**src/rtl/io_2to1_pkg.sv**
```systemverilog
// Shared sizes, FSM encodings and helpers for the two-source / one-sink channel checker.
package io_2to1_pkg;

    localparam int unsigned NS_ADDRESS_SIZE = 8;
    localparam int unsigned NS_DATA_SIZE    = 8;

    // Width of the rolling sequence number carried in dat[3:0].
    localparam int unsigned SEQ_W = 4;
    // Sink ack delay counter width; ACK_DLY is limited to 0..15.
    localparam int unsigned DLY_W = 4;

    typedef logic [SEQ_W-1:0] seq_t;
    typedef logic [DLY_W-1:0] dly_t;

    typedef enum logic [1:0] {
        SIdle,
        SReq,
        SDrop
    } src_state_e;

    typedef enum logic [1:0] {
        KIdle,
        KWait,
        KAck
    } snk_state_e;

    function automatic seq_t seq_next(input seq_t v);
        return v + 1'b1;
    endfunction

endpackage

```
**src/rtl/io_2to1_src.sv**
```systemverilog
// Four-phase channel source emitting a wrapping 4-bit sequence number.
module io_2to1_src
    import io_2to1_pkg::*;
#(
    parameter int unsigned ASZ      = NS_ADDRESS_SIZE,
    parameter int unsigned DSZ      = NS_DATA_SIZE,
    parameter int unsigned SRC_ADDR = 1,
    parameter int unsigned DST_ADDR = 3
) (
    input  logic           clk,
    input  logic           rst,
    output logic [ASZ-1:0] src,
    output logic [ASZ-1:0] dst,
    output logic [DSZ-1:0] dat,
    output logic           req,
    input  logic           ack
);

    src_state_e state_q, state_d;
    seq_t       seq_q, seq_d;

    always_ff @(posedge clk or posedge rst) begin
        if (rst) begin
            state_q <= SIdle;
            seq_q   <= '0;
        end else begin
            state_q <= state_d;
            seq_q   <= seq_d;
        end
    end

    always_comb begin
        state_d = state_q;
        seq_d   = seq_q;
        case (state_q)
            SIdle: begin
                // req is already low in SIdle, so only ack needs to be clear.
                if (!ack) begin
                    state_d = SReq;
                end
            end
            SReq: begin
                if (ack) begin
                    state_d = SDrop;
                    seq_d   = seq_next(seq_q);
                end
            end
            SDrop: begin
                if (!ack) begin
                    state_d = SIdle;
                end
            end
            default: state_d = SIdle;
        endcase
    end

    // Data only changes when leaving SReq, so fields are stable while req is high.
    always_comb begin
        src = ASZ'(SRC_ADDR);
        dst = ASZ'(DST_ADDR);
        dat = DSZ'(seq_q);
        req = (state_q == SReq);
    end

endmodule

```
**src/rtl/io_2to1.sv**
```systemverilog
// Two channel sources plus a checking sink that tracks per-source continuity and counts.
module io_2to1
    import io_2to1_pkg::*;
#(
    parameter int unsigned SRC_ADDR_0 = 1,
    parameter int unsigned SRC_ADDR_1 = 2,
    parameter int unsigned DST_ADDR   = 3,
    parameter int unsigned ACK_DLY    = 0,
    parameter int unsigned ASZ        = NS_ADDRESS_SIZE,
    parameter int unsigned DSZ        = NS_DATA_SIZE
) (
    input  logic           i_clk,
    input  logic           i_rst,
    output logic [ASZ-1:0] o0_src,
    output logic [ASZ-1:0] o0_dst,
    output logic [DSZ-1:0] o0_dat,
    output logic           o0_req,
    input  logic           o0_ack,
    output logic [ASZ-1:0] o1_src,
    output logic [ASZ-1:0] o1_dst,
    output logic [DSZ-1:0] o1_dat,
    output logic           o1_req,
    input  logic           o1_ack,
    input  logic [ASZ-1:0] i0_src,
    input  logic [ASZ-1:0] i0_dst,
    input  logic [DSZ-1:0] i0_dat,
    input  logic           i0_req,
    output logic           i0_ack,
    output logic [DSZ-1:0] o_0_ck_dat,
    output logic [DSZ-1:0] o_1_ck_dat,
    output logic [7:0]     o_0_cnt,
    output logic [7:0]     o_1_cnt,
    output logic           o_err
);

    io_2to1_src #(
        .ASZ      (ASZ),
        .DSZ      (DSZ),
        .SRC_ADDR (SRC_ADDR_0),
        .DST_ADDR (DST_ADDR)
    ) u_src0 (
        .clk (i_clk),
        .rst (i_rst),
        .src (o0_src),
        .dst (o0_dst),
        .dat (o0_dat),
        .req (o0_req),
        .ack (o0_ack)
    );

    io_2to1_src #(
        .ASZ      (ASZ),
        .DSZ      (DSZ),
        .SRC_ADDR (SRC_ADDR_1),
        .DST_ADDR (DST_ADDR)
    ) u_src1 (
        .clk (i_clk),
        .rst (i_rst),
        .src (o1_src),
        .dst (o1_dst),
        .dat (o1_dat),
        .req (o1_req),
        .ack (o1_ack)
    );

    snk_state_e     st_q, st_d;
    dly_t           dly_q, dly_d;
    logic [ASZ-1:0] cap_src_q, cap_src_d;
    logic [ASZ-1:0] cap_dst_q, cap_dst_d;
    logic [DSZ-1:0] cap_dat_q, cap_dat_d;
    logic [DSZ-1:0] ck0_q, ck0_d;
    logic [DSZ-1:0] ck1_q, ck1_d;
    logic [7:0]     cnt0_q, cnt0_d;
    logic [7:0]     cnt1_q, cnt1_d;
    logic           seen0_q, seen0_d;
    logic           seen1_q, seen1_d;
    logic           err_q, err_d;

    always_ff @(posedge i_clk or posedge i_rst) begin
        if (i_rst) begin
            st_q      <= KIdle;
            dly_q     <= '0;
            cap_src_q <= '0;
            cap_dst_q <= '0;
            cap_dat_q <= '0;
            ck0_q     <= '1;
            ck1_q     <= '1;
            cnt0_q    <= '0;
            cnt1_q    <= '0;
            seen0_q   <= 1'b0;
            seen1_q   <= 1'b0;
            err_q     <= 1'b0;
        end else begin
            st_q      <= st_d;
            dly_q     <= dly_d;
            cap_src_q <= cap_src_d;
            cap_dst_q <= cap_dst_d;
            cap_dat_q <= cap_dat_d;
            ck0_q     <= ck0_d;
            ck1_q     <= ck1_d;
            cnt0_q    <= cnt0_d;
            cnt1_q    <= cnt1_d;
            seen0_q   <= seen0_d;
            seen1_q   <= seen1_d;
            err_q     <= err_d;
        end
    end

    // Message checks, evaluated on the captured fields.
    logic hit0, hit1, dst_bad, dat_bad, seq_bad0, seq_bad1, msg_bad;

    always_comb begin
        hit0     = (cap_src_q == ASZ'(SRC_ADDR_0));
        hit1     = !hit0 && (cap_src_q == ASZ'(SRC_ADDR_1));
        dst_bad  = (cap_dst_q != ASZ'(DST_ADDR));
        dat_bad  = (cap_dat_q > DSZ'(15));
        seq_bad0 = seen0_q && (cap_dat_q[SEQ_W-1:0] != seq_next(ck0_q[SEQ_W-1:0]));
        seq_bad1 = seen1_q && (cap_dat_q[SEQ_W-1:0] != seq_next(ck1_q[SEQ_W-1:0]));
        msg_bad  = dst_bad || dat_bad || !(hit0 || hit1) ||
                   (hit0 && seq_bad0) || (hit1 && seq_bad1);
    end

    always_comb begin
        st_d      = st_q;
        dly_d     = dly_q;
        cap_src_d = cap_src_q;
        cap_dst_d = cap_dst_q;
        cap_dat_d = cap_dat_q;
        ck0_d     = ck0_q;
        ck1_d     = ck1_q;
        cnt0_d    = cnt0_q;
        cnt1_d    = cnt1_q;
        seen0_d   = seen0_q;
        seen1_d   = seen1_q;
        err_d     = err_q;
        case (st_q)
            KIdle: begin
                if (i0_req) begin
                    st_d      = KWait;
                    cap_src_d = i0_src;
                    cap_dst_d = i0_dst;
                    cap_dat_d = i0_dat;
                    dly_d     = DLY_W'(ACK_DLY);
                end
            end
            KWait: begin
                if (!i0_req) begin
                    // Requester withdrew before being acked.
                    st_d  = KIdle;
                    err_d = 1'b1;
                end else if (dly_q != '0) begin
                    dly_d = dly_q - 1'b1;
                end else begin
                    st_d = KAck;
                    if (msg_bad) begin
                        err_d = 1'b1;
                    end
                    if (hit0) begin
                        ck0_d   = cap_dat_q;
                        cnt0_d  = cnt0_q + 8'd1;
                        seen0_d = 1'b1;
                    end else if (hit1) begin
                        ck1_d   = cap_dat_q;
                        cnt1_d  = cnt1_q + 8'd1;
                        seen1_d = 1'b1;
                    end
                end
            end
            KAck: begin
                if (!i0_req) begin
                    st_d = KIdle;
                end
            end
            default: st_d = KIdle;
        endcase
    end

    always_comb begin
        i0_ack     = (st_q == KAck);
        o_0_ck_dat = ck0_q;
        o_1_ck_dat = ck1_q;
        o_0_cnt    = cnt0_q;
        o_1_cnt    = cnt1_q;
        o_err      = err_q;
    end

endmodule
```
**config.mk**
```make
export PLATFORM = sky130hd
export DESIGN_NAME = io_2to1
export DESIGN_NICKNAME = d
export VERILOG_FILES = /design/src/rtl/io_2to1_pkg.sv /design/src/rtl/io_2to1_src.sv /design/src/rtl/io_2to1.sv
export SDC_FILE = /design/constraint.sdc
export NUM_CORES = 1
export LEC_CHECK = 0
export ABC_AREA = 1
export BUFFER_PORTS_ARGS = -buffer_cell sky130_fd_sc_hd__buf_2
export CORE_ASPECT_RATIO = 1.75
export CORE_MARGIN = 5
export CORE_UTILIZATION = 45
export DETAILED_ROUTE_END_ITERATION = 7
export PLACE_DENSITY = 0.81
export SYNTH_ARGS = -nofsm -noshare
export SYNTH_HDL_FRONTEND = slang
export SYNTH_HIERARCHICAL = 1
export SYNTH_SLANG_ARGS = --single-unit
```
**constraint.sdc**
```tcl
create_clock -name i_clk -period 3.31 [get_ports i_clk]
set_input_delay 0.993 -clock i_clk [delete_from_list [all_inputs] [get_ports i_clk]]
set_output_delay 0.993 -clock i_clk [all_outputs]
set_load 0.005 [all_outputs]
```
==> flow_summary.toml <==
[clocking]
ctsRootBufferMaster = "clkbuf_16"
cts_setup_buffers = 0
clkSinkCount = 77
clk_pin_slew_worst_paths_ns = 0.05
cts_resized = 0
ctsLongestPathBuffers = 2
cts_buffers = 9
holdBufCountCts = 0
htree_levels = 3
cts_tree = "yes"
clock_latency_ns = 0.33

[synthesis]
syn-cell-area_um2 = 4101
synth_cell_types = 32
synth.ff_latch_count = 77
ys_warn_count = 6
synth-main-ff-cell = "dfrtp_1"
synth_top_area_cell = "dfrtp_1"
synthCells = 476
synth_top_area_share_pct = 37.22
synth.avg_cell_area_um2 = 8.616
synth-seq-area-share_pct = 47.47
synth.area.top_cells = "dfrtp_1 37%, nand2_1 13%, dfstp_2 10%"
ys_async_sr_fraction_pct = 100.0
synth_edf_count = 0

[power_and_ir_drop]
peakVddDrop_mv = 0.4257
p_leak_nw = 2.494
powerDensity_nw_per_um2 = 738.7

[timing]
min_period_ns = 2.129
drv_slew = 0
post-route-period-util_pct = 64.31
max_slew_margin_pct = 54.91
final_hold_viol_count = 0
rsz0062_at_grt = "no"
fmax_ghz = 0.4698
hold_ws_ns = 0.4619
tns_ns = 0
worstMarginPinSlew_ns = 0.6754
setup_viol = 0
skew_ns = 0.01107

[worst_setup_path]
critical_path_arrival_ns = 2.36
reg2reg_depth = 7
worstReg2RegEnd = "o_1_ck_dat[1]$_DFFE_PP1P_"
worstSetupStartpoint = "i0_req"
crit_required_ns = 3.55
crit_path_max_fanout = 27
crit_end = "cap_dat_q[7]$_DFFE_PP0P_"
critPathLaunchType = "primary input"
r2r_slack_ns = 1.48
path_class = "primary input to flop"
crit-reg2reg-launch = "dly_q[0]$_DFFE_PP0P_"
crit_path_end_kind = "flop"

[detailed_routing]
wirelength_mm = 8.450
final_antenna_net_count = 0
routedWlPerCell_um = 12.56
vias = 3061
drt_iter0_drc = 124
vias_per_cell = 4.548
firstDrtPassIters = 4
drc = 0

[floorplan]
core_area_um2 = 8979
die_area_um2 = 11200
die_height_um = 136.3
die_x_um = 82.17
start_util_pct = 45.68
ioPinCount = 113
num_rows = 46

[outcome]
status = "completed"

[global_route]
grt_pass1_vias = 3034
overflow = 0
antenna_found_initial = 0
grt_first_pass_wirelength_mm = 13.90
grt_start_max_net_pins = 34
grt.total_usage_pct = 16.23

[placed_design]
post-dp-hpwl_mm = 6.515
io_buffers = 72
place_congestion = 0.7915

[final_layout]
num_antenna_cells = 0
final_nets = 584
final_layout_size_suffix_gt1_share_pct = 25.14
area_growth_pct = 14.83

[job]
maxCapViolations = 0

[min_path]
hold_class = "flop to flop"
## Yosys cell counts, types with 2 or more instances
cell type	number
inv_2	5
nor2_1	15
buf_6	3
nand4_2	2
buf_4	41
nand4_1	9
inv_1	55
o21ai_1	12
buf_2	5
nor2_4	6
nand2_1	138
nand3_1	22
o21ai_0	23
dfstp_2	16
nor2_2	2
o21ai_2	9
xor2_1	8
nand2_2	4
a21oi_1	2
nand3_4	2
ha_1	7
xnor2_1	11
dfrtp_1	61
conb_1	4
nor3_1	7
## logic make-up (layout without fill, tap and decap cells)
| group | after synthesis | in the layout | synth area share [%] |
|---|---|---|---|
| compound gates | 47 | 47 | 6.620 |
| flops | 77 | 77 | 47.47 |
| simple gates | 212 | 212 | 24.83 |
| xor+xnor | 19 | 19 | 4.057 |
| buf+inv | 110 | 151 | 14.52 |
| fa+ha+maj | 7 | 7 | 2.135 |
| other cells | 4 | 40 | 0.3660 |
## how the worst min path moves through the flow
stage                                       from                      to  slack (ns)  depth (start not counted)
after floorplan              seen0_q$_DFFE_PP0P_     seen0_q$_DFFE_PP0P_        0.42                          2
after global placement       seen0_q$_DFFE_PP0P_     seen0_q$_DFFE_PP0P_        0.44                          2
after detailed placement     seen0_q$_DFFE_PP0P_     seen0_q$_DFFE_PP0P_        0.46                          2
after CTS                    seen0_q$_DFFE_PP0P_     seen0_q$_DFFE_PP0P_        0.47                          2
after global routing         seen0_q$_DFFE_PP0P_     seen0_q$_DFFE_PP0P_        0.48                          2
final                     o_0_cnt[7]$_DFFE_PP0P_  o_0_cnt[7]$_DFFE_PP0P_        0.46                          1
## area by class of cell
cell class / count / area, um2
clock buffer: 15 / 267.8
clock inverter: 1 / 30.03
fill: 833 / 4269
inverter: 60 / 225.2
multi-input combinational: 325 / 1694
sequential: 77 / 1947
tap: 120 / 150.1
timing repair buffer: 75 / 395.4
## state kept, by name (all words and copies together) (netlist names)
register        count
cap_dat_q           8
cap_dst_q           8
cap_src_q           8
dly_q               4
o_0_ck_dat          8
o_0_cnt             8
o_1_ck_dat          8
o_1_cnt             8
o_err               1
seen0_q             1
seen1_q             1
st_q                2
u_src0/seq_q        4
u_src0/state_q      2
u_src1/seq_q        4
u_src1/state_q      2
## routing by layer
metal	wire length, um	part of all wire, %	global-route usage [%]	vias to the layer above
li1	-	-	-	1545
met1	3199	38	18.40	1418
met2	4543	54	28.04	90
met3	575	6.8	4.377	8
met4	132	1.6	6.839	0
met5	0	0	0	-
## metrics by stage
step | util (%) | total power, mW | cell area [um2] | cells | worst slack [ns]
2_1_floorplan | - | 2.256 | 4237 | 512 | 0.7170
3_3_place_gp | 49.14 | 2.459 | 4412 | 657 | 0.9364
3_5_place_dp | 49.14 | 2.527 | 4412 | 657 | 0.8323
4_1_cts | 52.45 | 3.519 | 4710 | 673 | 1.182
5_1_grt | 52.45 | 3.746 | 4710 | 673 | 0.8975
6_report | 52.45 | 3.479 | 4710 | 673 | 1.181
## layout by cell type (no fill, tap or decap), types with 2 or more instances in the layout
cell | synthesis | layout
nand2_1 | 138 | 138
nand2_2 | 4 | 4
dfrtp_1 | 61 | 61
xor2_1 | 8 | 8
buf_2 | 5 | 72
inv_1 | 55 | 54
o21ai_1 | 12 | 12
clkbuf_1 | 1 | 4
inv_2 | 5 | 6
clkbuf_8 | 0 | 2
nand3_1 | 22 | 22
conb_1 | 4 | 40
o21ai_0 | 23 | 23
nor2_2 | 2 | 2
clkbuf_16 | 0 | 9
nand3_4 | 2 | 2
nand4_2 | 2 | 2
nor2_1 | 15 | 15
nand4_1 | 9 | 9
dfstp_2 | 16 | 16
nor2_4 | 6 | 6
xnor2_1 | 11 | 11
nor3_1 | 7 | 7
buf_4 | 41 | 2
o21ai_2 | 9 | 9
ha_1 | 7 | 7
a21oi_1 | 2 | 2
## worst max-delay path: stages
cell and delay (ns):
buf_2 0.11, inv_2 0.06, nor2_1 0.12, nand2_1 0.23, inv_1 0.35, buf_4 0.32, nand2_1 0.08, o21ai_0 0.09
## power breakdown
part / switching [mW] / internal [mW]
Combinational: 0.667 / 0.385
Clock: 0.349 / 0.626
Sequential: 0.212 / 1.24
Note: power is estimated with default switching activity, not from simulation.
